File: src/rtl/soc_or1k_trace_event_monitor_if.sv
// Trace-in / event-out bundle for soc_or1k_trace_event_monitor.
// The master side drives trace streams and accepts events; the slave side is the monitor.
interface soc_or1k_trace_event_monitor_if #(
  parameter int unsigned NUM_CORES = 4
) ();
  logic [NUM_CORES-1:0]    trace_valid;
  logic [NUM_CORES*32-1:0] trace_insn;
  logic [NUM_CORES-1:0]    trace_wben;
  logic [NUM_CORES*5-1:0]  trace_wbreg;
  logic [NUM_CORES*32-1:0] trace_wbdata;

  logic        evt_valid;
  logic        evt_ready;
  logic [3:0]  evt_core;
  logic [1:0]  evt_type;
  logic [31:0] evt_data;

  modport master (
    output trace_valid, trace_insn, trace_wben, trace_wbreg, trace_wbdata, evt_ready,
    input  evt_valid, evt_core, evt_type, evt_data
  );

  modport slave (
    input  trace_valid, trace_insn, trace_wben, trace_wbreg, trace_wbdata, evt_ready,
    output evt_valid, evt_core, evt_type, evt_data
  );
endinterface

File: src/rtl/soc_or1k_trace_event_monitor.sv
// Multi-core mor1kx trace monitor: shadows r3, decodes simulation l.nop events and
// serialises them round-robin through an event FIFO; tracks exit, overflow and timeout.
module soc_or1k_trace_event_monitor #(
  parameter int unsigned NUM_CORES      = 4,
  parameter int unsigned FIFO_DEPTH     = 8,
  parameter int unsigned TIMEOUT_CYCLES = 0,
  parameter logic [15:0] NOP_EXIT       = 16'h0001,
  parameter logic [15:0] NOP_REPORT     = 16'h0002,
  parameter logic [15:0] NOP_PUTC       = 16'h0004
) (
  input  logic                          clk,
  input  logic                          rst,
  soc_or1k_trace_event_monitor_if.slave bus,
  output logic [NUM_CORES-1:0]          core_terminated,
  output logic                          all_done,
  output logic                          overflow,
  output logic [15:0]                   drop_count,
  output logic                          timeout
);
  localparam int unsigned IW = 4;
  localparam int unsigned AW = $clog2(FIFO_DEPTH);
  localparam int unsigned CW = AW + 1;
  localparam int unsigned NW = 5;

  localparam logic [1:0] KIND_EXIT   = 2'd0;
  localparam logic [1:0] KIND_REPORT = 2'd1;
  localparam logic [1:0] KIND_PUTC   = 2'd2;

  typedef struct packed {
    logic [1:0]  kind;
    logic [31:0] data;
  } slot_t;

  typedef struct packed {
    logic [IW-1:0] core;
    logic [1:0]    kind;
    logic [31:0]   data;
  } evt_t;

  logic [31:0]          r3_q   [NUM_CORES];
  slot_t                slot_q [NUM_CORES];
  logic [NUM_CORES-1:0] pend_q;
  logic [IW-1:0]        rr_ptr;

  evt_t                 mem_q [FIFO_DEPTH];
  logic [AW-1:0]        wr_ptr;
  logic [AW-1:0]        rd_ptr;
  logic [CW-1:0]        count_q;
  logic [CW-1:0]        count_n;
  logic                 valid_q;
  logic [31:0]          cycle_q;

  logic [NUM_CORES-1:0] hit_c;
  logic [NUM_CORES-1:0] wr3_c;
  logic [NUM_CORES-1:0] grant_c;
  logic [NUM_CORES-1:0] drop_c;
  logic [31:0]          fwd_c [NUM_CORES];
  slot_t                dec_c [NUM_CORES];

  logic                 full_c;
  logic                 pop_c;
  logic                 grant_vld;
  logic [IW-1:0]        grant_idx;
  slot_t                grant_slot;
  logic [NW-1:0]        n_drop;
  logic [16:0]          drop_sum;
  evt_t                 head;

  // Per-core decode; a same-cycle write to r3 is forwarded into the event payload.
  for (genvar c = 0; c < NUM_CORES; c++) begin : g_dec
    logic        live;
    logic        nop;
    logic [15:0] imm;
    logic        unused_insn_mid;
    slot_t       dec;

    assign live            = bus.trace_valid[c] & ~core_terminated[c];
    assign wr3_c[c]        = live & bus.trace_wben[c] & (bus.trace_wbreg[5*c +: 5] == 5'd3);
    assign fwd_c[c]        = wr3_c[c] ? bus.trace_wbdata[32*c +: 32] : r3_q[c];
    assign nop             = live & (bus.trace_insn[32*c+24 +: 8] == 8'h15);
    assign imm             = bus.trace_insn[32*c +: 16];
    assign unused_insn_mid = ^bus.trace_insn[32*c+16 +: 8];
    assign hit_c[c]        = nop & ((imm == NOP_EXIT) | (imm == NOP_REPORT) | (imm == NOP_PUTC));

    always_comb begin
      dec.kind = KIND_PUTC;
      dec.data = {24'h0, fwd_c[c][7:0]};
      if (imm == NOP_EXIT) begin
        dec.kind = KIND_EXIT;
        dec.data = fwd_c[c];
      end else if (imm == NOP_REPORT) begin
        dec.kind = KIND_REPORT;
        dec.data = fwd_c[c];
      end
    end

    assign dec_c[c] = dec;
  end

  assign full_c = (count_q == CW'(FIFO_DEPTH));
  assign pop_c  = valid_q & bus.evt_ready;

  // Round-robin from rr_ptr; a full FIFO still accepts a push when it pops this cycle.
  always_comb begin : arb
    grant_vld  = 1'b0;
    grant_idx  = '0;
    grant_slot = '0;
    grant_c    = '0;
    for (int c = 0; c < NUM_CORES; c++) begin
      if (!grant_vld && pend_q[c] && (IW'(c) >= rr_ptr)) begin
        grant_vld  = 1'b1;
        grant_idx  = IW'(c);
        grant_slot = slot_q[c];
      end
    end
    for (int c = 0; c < NUM_CORES; c++) begin
      if (!grant_vld && pend_q[c]) begin
        grant_vld  = 1'b1;
        grant_idx  = IW'(c);
        grant_slot = slot_q[c];
      end
    end
    if (full_c && !pop_c) grant_vld = 1'b0;
    for (int c = 0; c < NUM_CORES; c++) grant_c[c] = grant_vld && (grant_idx == IW'(c));
  end

  always_comb begin : drops
    drop_c = '0;
    n_drop = '0;
    for (int c = 0; c < NUM_CORES; c++) begin
      drop_c[c] = hit_c[c] & pend_q[c] & ~grant_c[c];
      n_drop    = n_drop + NW'(drop_c[c]);
    end
    drop_sum = {1'b0, drop_count} + 17'(n_drop);
  end

  assign count_n = count_q + CW'(grant_vld) - CW'(pop_c);

  // r3 shadows, pending slots, termination and the arbitration pointer.
  always_ff @(posedge clk) begin
    if (rst) begin
      for (int c = 0; c < NUM_CORES; c++) begin
        r3_q[c]   <= '0;
        slot_q[c] <= '0;
      end
      pend_q          <= '0;
      core_terminated <= '0;
      rr_ptr          <= '0;
    end else begin
      for (int c = 0; c < NUM_CORES; c++) begin
        if (wr3_c[c]) r3_q[c] <= fwd_c[c];
        if (hit_c[c] && (!pend_q[c] || grant_c[c])) begin
          pend_q[c] <= 1'b1;
          slot_q[c] <= dec_c[c];
        end else if (grant_c[c]) begin
          pend_q[c] <= 1'b0;
        end
        if (hit_c[c] && (dec_c[c].kind == KIND_EXIT)) core_terminated[c] <= 1'b1;
      end
      if (grant_vld) rr_ptr <= (grant_idx == IW'(NUM_CORES - 1)) ? '0 : grant_idx + IW'(1);
    end
  end

  // Event FIFO; the head entry drives evt_* directly.
  always_ff @(posedge clk) begin
    if (rst) begin
      for (int i = 0; i < FIFO_DEPTH; i++) mem_q[i] <= '0;
      wr_ptr  <= '0;
      rd_ptr  <= '0;
      count_q <= '0;
      valid_q <= 1'b0;
    end else begin
      if (grant_vld) begin
        mem_q[wr_ptr].core <= grant_idx;
        mem_q[wr_ptr].kind <= grant_slot.kind;
        mem_q[wr_ptr].data <= grant_slot.data;
        wr_ptr             <= wr_ptr + AW'(1);
      end
      if (pop_c) rd_ptr <= rd_ptr + AW'(1);
      count_q <= count_n;
      valid_q <= (count_n != '0);
    end
  end

  // Overflow, completion and timeout status.
  always_ff @(posedge clk) begin
    if (rst) begin
      overflow   <= 1'b0;
      drop_count <= '0;
      all_done   <= 1'b0;
      timeout    <= 1'b0;
      cycle_q    <= '0;
    end else begin
      if (n_drop != '0) overflow <= 1'b1;
      drop_count <= drop_sum[16] ? 16'hFFFF : drop_sum[15:0];
      if ((&core_terminated) && (pend_q == '0) && (count_q == '0)) all_done <= 1'b1;
      if (!all_done && !timeout) begin
        cycle_q <= cycle_q + 32'd1;
        if ((TIMEOUT_CYCLES != 0) && (cycle_q + 32'd1 == 32'(TIMEOUT_CYCLES))) timeout <= 1'b1;
      end
    end
  end

  assign head          = mem_q[rd_ptr];
  assign bus.evt_valid = valid_q;
  assign bus.evt_core  = head.core;
  assign bus.evt_type  = head.kind;
  assign bus.evt_data  = head.data;
endmodule

File: src/flat_wrapper.sv
// flat-port wrapper written by rule: the top's interface ports become plain ports
module soc_or1k_trace_event_monitor_flat 
#(
  parameter int unsigned NUM_CORES      = 4,
  parameter int unsigned FIFO_DEPTH     = 8,
  parameter int unsigned TIMEOUT_CYCLES = 0,
  parameter logic [15:0] NOP_EXIT       = 16'h0001,
  parameter logic [15:0] NOP_REPORT     = 16'h0002,
  parameter logic [15:0] NOP_PUTC       = 16'h0004
)
  (clk, rst, core_terminated, all_done, overflow, drop_count, timeout, bus_trace_valid, bus_trace_insn, bus_trace_wben, bus_trace_wbreg, bus_trace_wbdata, bus_evt_ready, bus_evt_valid, bus_evt_core, bus_evt_type, bus_evt_data);
  soc_or1k_trace_event_monitor_if #(.NUM_CORES(NUM_CORES)) bus_i ();
  input  logic clk;
  input  logic rst;
  output logic [NUM_CORES-1:0] core_terminated;
  output logic all_done;
  output logic overflow;
  output logic [15:0] drop_count;
  output logic timeout;
  input wire logic [$bits(bus_i.trace_valid)-1:0] bus_trace_valid;
  input wire logic [$bits(bus_i.trace_insn)-1:0] bus_trace_insn;
  input wire logic [$bits(bus_i.trace_wben)-1:0] bus_trace_wben;
  input wire logic [$bits(bus_i.trace_wbreg)-1:0] bus_trace_wbreg;
  input wire logic [$bits(bus_i.trace_wbdata)-1:0] bus_trace_wbdata;
  input wire logic [$bits(bus_i.evt_ready)-1:0] bus_evt_ready;
  output wire logic [$bits(bus_i.evt_valid)-1:0] bus_evt_valid;
  output wire logic [$bits(bus_i.evt_core)-1:0] bus_evt_core;
  output wire logic [$bits(bus_i.evt_type)-1:0] bus_evt_type;
  output wire logic [$bits(bus_i.evt_data)-1:0] bus_evt_data;
  assign bus_i.trace_valid = bus_trace_valid;
  assign bus_i.trace_insn = bus_trace_insn;
  assign bus_i.trace_wben = bus_trace_wben;
  assign bus_i.trace_wbreg = bus_trace_wbreg;
  assign bus_i.trace_wbdata = bus_trace_wbdata;
  assign bus_i.evt_ready = bus_evt_ready;
  assign bus_evt_valid = bus_i.evt_valid;
  assign bus_evt_core = bus_i.evt_core;
  assign bus_evt_type = bus_i.evt_type;
  assign bus_evt_data = bus_i.evt_data;
  soc_or1k_trace_event_monitor #(.NUM_CORES(NUM_CORES), .FIFO_DEPTH(FIFO_DEPTH), .TIMEOUT_CYCLES(TIMEOUT_CYCLES), .NOP_EXIT(NOP_EXIT), .NOP_REPORT(NOP_REPORT), .NOP_PUTC(NOP_PUTC)) u_core (.clk(clk), .rst(rst), .bus(bus_i), .core_terminated(core_terminated), .all_done(all_done), .overflow(overflow), .drop_count(drop_count), .timeout(timeout));
endmodule
File: config.mk
export PLATFORM = sky130hd
export DESIGN_NAME = soc_or1k_trace_event_monitor_flat
export DESIGN_NICKNAME = d
export VERILOG_FILES = /design/src/rtl/soc_or1k_trace_event_monitor_if.sv /design/src/rtl/soc_or1k_trace_event_monitor.sv /design/src/flat_wrapper.sv
export SDC_FILE = /design/constraint.sdc
export NUM_CORES = 1
export LEC_CHECK = 0
export ABC_CLOCK_PERIOD_IN_PS = 5000
export BUFFER_PORTS_ARGS = -buffer_cell sky130_fd_sc_hd__buf_2
export CAP_MARGIN = 20
export CORE_MARGIN = 4
export CORE_UTILIZATION = 42
export CTS_CLUSTER_DIAMETER = 50
export CTS_CLUSTER_SIZE = 16
export DETAILED_ROUTE_END_ITERATION = 10
export PLACE_DENSITY = 0.72
export SLEW_MARGIN = 20
export SYNTH_ARGS = -nofsm -noshare
export SYNTH_HDL_FRONTEND = slang
export SYNTH_SLANG_ARGS = --single-unit
File: constraint.sdc
create_clock -name clk -period 5 [get_ports clk]
set_input_delay 0 -clock clk [delete_from_list [all_inputs] [get_ports clk]]
set_output_delay 0 -clock clk [all_outputs]
set_load 0.02 [all_outputs]
==> metrics.cfg, run 1 <==
[run_status]
outcome = complete, no violations

[finish]
nets = 3027
fin_area_um2 = 34640
stdcell_count = 3637
drive_gt1_share_pct = 23.61
num-fill-cells = 5612
area_growth_pct = 21.33

[route]
drt_iter0_markers = 2295
routedWlPerCell_um = 23.22
wl_um = 84440
viasPerCell = 5.732
post-route-drc-count = 0
dr_total_vias = 20850
antenna_left = 0
dr.pass1.iters = 5

[sta]
period_minus_slack_ns = 4.812
hold_viol = 0
finalClockSkew_ns = 0.03727
setup_viol = 0
worst_pin_slew_ns = 1.092
rsz0062_at_grt = no
tns_ns = 0
slew_violations = 0
finalCritPeriodShare_pct = 96.24
clock.fmax_ghz = 0.2078
slew_headroom_pct = 27.00
holdWs_ns = 0.02207

[logic_synthesis]
ys_seq_area_share_pct = 61.00
synth_largest_area_cell = edfxtp_1
synthMuxAreaShare_pct = 7.209
ys_top_cells_by_area = edfxtp_1, mux4_2, a21oi_1
synth_top_area_share_pct = 58.06
synth_most_common_cell = edfxtp_1
syn_inst = 2282
ys_ff_latch = 594
syn_area_um2 = 28550
synth_common_cells = edfxtp_1, nand2_1, a21oi_1
async_flop_share_pct = 0
ys_types = 67
yosys.area_share.simple_pct = 15.78
avgSynthCellArea_um2 = 12.51
synth-adder-area-share_pct = 0.9553
synthXorXnorAreaFrac_pct = 0.7669
synth_top_family_by_area = simple AND/OR/NAND/NOR gates
synth_enable_flop_cells = 552
synth_compound_area_share_pct = 11.40
yosys_warnings = 0
synth_ff_type = edfxtp_1

[clocking]
htreeDepth = 2
post_cts_buffers = 0
clkTransAtPathRegs_ns = 0.06
clockRootBuffer = clkbuf_16
cts.sinks = 594
cts_max_path_buffers = 3
clkLatencyLatePin_ns = 0.64
cts_made_buffers = 60
cts_tree = yes

[global_route]
grt_max_degree = 51
antenna_found_initial = 3
overflow = 0
grt_pass1_wl_um = 125900
grt.total_usage_pct = 22.90
grt_pass1_vias = 21020

[worst_setup_path]
worstSetupEndpointType = flip-flop
startpoint_type = input pin
critPathLaunch = bus_trace_insn[41]
crit_fanout = 13
worst_r2r_path_depth = 17
r2r_start = u_core.rr_ptr[1]
critPathSlowestCell = dlygate4sd3_1
crit_path_frequent_cell = dlygate4sd3_1
worstPathArrival_ns = 5.36
slowest_delay_ns = 0.64
crit_type = in2reg
cp_cell_sequence = dlygate4sd3_1 -> buf_2 -> nor2_1 -> dlygate4sd3_1 -> nand4_1 -> dlygate4sd3_1 -> or3_1 -> nor2_1 -> ha_1 -> fa_1 -> ha_1 -> inv_1 -> fa_1 -> nand2b_1 -> a2111oi_4 -> nand3_4 -> a21oi_1
worstPathRequired_ns = 5.55

[floorplan]
die_w_um = 268.7
die_h_um = 268.7
fp.dieArea_um2 = 72210
start_util_pct = 42.44
io-pin-count = 349
core-area_um2 = 67280
rows = 95

[power]
power_density_nw_per_um2 = 334.6
leakage_nw = 12.16
ir_worst_vdd_uv = 301.6

[placement]
place_inst = 3365
hpwl_um = 54520
dpl_cell_area_um2 = 30970
gp_congestion = 0.8740
port_buffers = 313

[min_path]
min_from = bus_trace_insn[0]
min_path_type = in2reg
min_path_cells = 4

[job]
max-cap-violations = 0

-- cell type report --
| class | instances | area, um2 | share of cell area (%) |
|---|---|---|---|
| Sequential cell | 594 | 17420 | 50.29 |
| Antenna cell | 2 | 5.005 | 0.01445 |
| Clock buffer | 65 | 1541 | 4.450 |
| Multi-Input combinational cell | 1498 | 10340 | 29.85 |
| Clock inverter | 39 | 444.2 | 1.282 |
| Timing Repair Buffer | 533 | 3671 | 10.60 |
| Tap cell | 873 | 1092 | 3.153 |
| Inverter | 33 | 123.9 | 0.3576 |
-- power breakdown --
group / total [W] / switching [W] / internal [W]
logic: 0.00129 / 0.000646 / 0.000640
clock network: 0.00453 / 0.00210 / 0.00243
registers: 0.00578 / 0.000144 / 0.00563
total: 0.0116 / 0.00289 / 0.00870
-- metal layers --
metal / vias up / wire (um) / GRT usage (%)
li1: 9307 / - / -
met1: 10260 / 32640 / 30.10
met2: 1095 / 39780 / 37.07
met3: 187 / 7536 / 4.453
met4: 2 / 4478 / 10.62
met5: - / 13 / 0
-- timing repair --
item | in CTS | in global routing
endpoints found under the hold margin | 276 | 0
gates resized for setup | 0 | 2
endpoints found under the setup margin | 0 | 13
hold buffers | 166 | 0
-- logic make-up after synthesis --
family                     Yosys count
and+or+nand+nor                    903
DFF                                594
AOI/OAI and AO/OA                  436
buffers and inverters              192
muxes                              111
xor gates and xnor gates            25
adders and majority gates           20
other                                1
-- cell usage in the layout, fill, tap and decap left out, types with 8 or more instances in the layout --
master / Yosys / routed
buf_4: 8 / 51
buf_2: 50 / 313
mux4_2: 72 / 72
nor2_1: 236 / 235
and2_1: 128 / 128
o41ai_4: 21 / 21
nand4_1: 9 / 9
nor2_2: 9 / 10
and3b_1: 21 / 21
mux2_2: 36 / 36
nand3_1: 22 / 21
nor4_1: 9 / 9
dlygate4sd3_1: 0 / 166
xor2_1: 14 / 14
inv_6: 0 / 8
a221oi_2: 13 / 13
o32a_1: 13 / 13
a31oi_1: 22 / 22
nor2b_1: 11 / 11
o31ai_4: 10 / 10
o22a_1: 21 / 21
o21ai_0: 17 / 17
nor3_1: 18 / 18
a21oi_1: 278 / 278
ha_1: 17 / 17
inv_1: 32 / 32
edfxtp_1: 552 / 552
nand2_1: 301 / 301
nand2b_1: 18 / 18
clkbuf_16: 0 / 61
o21ai_1: 17 / 17
xnor2_1: 11 / 11
nor3b_1: 80 / 80
dfxtp_1: 42 / 40
-- per-stage QoR --
stage,setup WS (ns),power [W],utilization [%]
after floorplan,0.4553,0.006621,-
after global placement,0.2885,0.007039,46.04
after detailed placement,0.2133,0.007089,46.04
after CTS,0.05110,0.01166,51.46
after global routing,0.03760,0.01198,51.49
final,0.1880,0.01159,51.49
-- state kept, by name (all words and copies together), names as in the netlist, named ones only --
| signal | flops |
|---|---|
| u_core.mem_q | 288 |
| u_core.drop_count | 16 |
| u_core.all_done | 1 |
| u_core.pend_q | 4 |
| u_core.count_q | 4 |
| u_core.slot_q | 136 |
| u_core.bus.evt_valid | 1 |
| u_core.wr_ptr | 3 |
| u_core.overflow | 1 |
| u_core.rd_ptr | 3 |
| u_core.rr_ptr | 2 |
| u_core.core_terminated | 4 |
| u_core.r3_q | 128 |
-- critical path: cells and delay by family --
kind / cells / cell delay [ns]
AO/OA/AOI/OAI: 2 / 0.72
adder cells (fa/ha/maj): 4 / 1.42
buffers and inverters: 5 / 1.92
AND/OR/NAND/NOR: 6 / 1.27
-- path summary, 6_finish.rpt --
path | endpoint | slack, ns
setup / recovery | u_core.drop_count[2] | 0.19
hold / removal | u_core.slot_q[0][33] | 0.02
setup reg to reg | u_core.drop_count[2] | 0.37
hold reg to reg | u_core.all_done | 0.49
Power figures use the tool's default switching activity.
==> inputs of run 2 (changes only) <==
ABC_CLOCK_PERIOD_IN_PS = 5100   (was 5000)
clock period = 5.1 ns   (was 5 ns; I/O delays follow)
==> run 2 against run 1 <==
Against the previous run: clock-buffer cell count decreased by 6; die area unchanged; critical endpoint is now u_core.drop_count[13]; core utilization decreased by 0.19 points.
==> metrics.cfg, run 2 (synthesis results as in run 1) <==
[worst_setup_path]
crit_type = in2reg
worstPathArrival_ns = 5.44
worstSetupEndpointType = flip-flop
worstPathRequired_ns = 5.65
crit_fanout = 13
startpoint_type = input pin

[route]
wl_um = 83520
post-route-drc-count = 0
viasPerCell = 5.719
drt_iter0_markers = 2439
antenna_left = 0
dr_total_vias = 20770
routedWlPerCell_um = 23.00
dr.pass1.iters = 5

[floorplan]
start_util_pct = 42.44
fp.dieArea_um2 = 72210
rows = 95
die_w_um = 268.7
io-pin-count = 349
core-area_um2 = 67280
die_h_um = 268.7

[sta]
slew_violations = 0
holdWs_ns = 0.03874
finalCritPeriodShare_pct = 95.85
finalClockSkew_ns = 0.03270
hold_viol = 0
rsz0062_at_grt = no
setup_slack_ns = 0.2114
worst_pin_slew_ns = 1.046
tns_ns = 0
setup_viol = 0
slew_headroom_pct = 30.10
period_minus_slack_ns = 4.889
clock.fmax_ghz = 0.2046

[min_path]
min_path_type = in2reg

[finish]
area_growth_pct = 20.89
nets = 3022
layout_commonest_cell = edfxtp_1
mostFrequentLayoutCells = edfxtp_1, buf_2, nand2_1
postLayoutCoreUtil_pct = 51.30
drive_gt1_share_pct = 23.58
max_flop_register = u_core.mem_q
reg.largest.list = u_core.mem_q: 288 flops, u_core.slot_q: 136 flops, u_core.r3_q: 128 flops
largest_reg_flops = 288

[clocking]
cts_tree = yes
cts_max_path_buffers = 3
htreeDepth = 2
clkLatencyLatePin_ns = 0.64
post_cts_buffers = 0
cts.sinks = 594
clkTransAtPathRegs_ns = 0.07
clockRootBuffer = clkbuf_16
cts_made_buffers = 57

[global_route]
overflow = 0
antenna_found_initial = 4
grt.total_usage_pct = 22.76
grt_pass1_vias = 20880
grt_max_degree = 48
grt_pass1_wl_um = 125200

[power]
leakage_nw = 12.09
power_density_nw_per_um2 = 323.7
ir_worst_vdd_uv = 262.7

[placement]
hpwl_um = 54340
gp_congestion = 0.8523
port_buffers = 313
pre_cts_slack_ns = 0.2854

[job]
max-cap-violations = 0

[run_status]
outcome = complete, no violations

-- run 2: area by class of cell --
cell class / count / area [um2]
fillers: 5636 / 32760
repair buffers: 531 / 3659
inverters: 33 / 123.9
flip-flops and latches: 594 / 17420
multi-input cells: 1498 / 10350
clock inverters: 42 / 431.7
diodes: 1 / 2.502
clock buffers: 59 / 1434
well taps: 873 / 1092
-- run 2: worst max-delay path, cell delays in order --
cell and delay (ns):
dlygate4sd3_1 0.53, buf_2 0.12, nor2_1 0.09, dlygate4sd3_1 0.58, nand4_1 0.20, dlygate4sd3_1 0.65, or3_1 0.39, nor2_1 0.12
ha_1 0.26, fa_1 0.55, ha_1 0.18, inv_1 0.06, fa_1 0.45, nand2b_1 0.25, a2111oi_4 0.54, nand3_4 0.25
a21oi_1 0.22
-- run 2: final timing paths --
kind                        from                     to  slack (ns)  cells after the start
min          bus_trace_insn[105]       u_core.pend_q[3]        0.04                      5
max           bus_trace_insn[41]  u_core.drop_count[13]        0.21                     17
max reg2reg     u_core.rr_ptr[1]  u_core.drop_count[13]        0.46                     17
min reg2reg     u_core.rd_ptr[1]              flip-flop        0.50                      2
-- run 2: metal layers --
layer / up-vias / track usage, % / wire, um
met4: 4 / 8.194 / 3103
met3: 177 / 5.137 / 7770
li1: 9293 / - / -
met1: 10220 / 29.41 / 31900
met5: - / 0 / 25
met2: 1074 / 38.03 / 40720
-- run 2: repair_timing --
action	in CTS	in global routing
endpoints found under the setup margin	0	13
resized for setup	0	2
hold buffers	167	0
hold endpoints to repair	277	0
-- run 2: metrics by stage --
stage / std cells / cell area [um2] / total power [W]
final: 3631 / 34510 / 0.01117
after global routing: 3631 / 34510 / 0.01157
after CTS: 3630 / 34490 / 0.01124
after detailed placement: 3362 / 30950 / 0.006955
after global placement: 3362 / 30950 / 0.006908
after floorplan: 2284 / 28560 / 0.006491
-- run 2: power by group --
part           leakage [nW]  internal [W]  switching [W]  total (W)
clock network         0.910       0.00227        0.00197    0.00424
registers              5.80       0.00552       0.000157    0.00568
logic                  5.38      0.000629       0.000624    0.00125
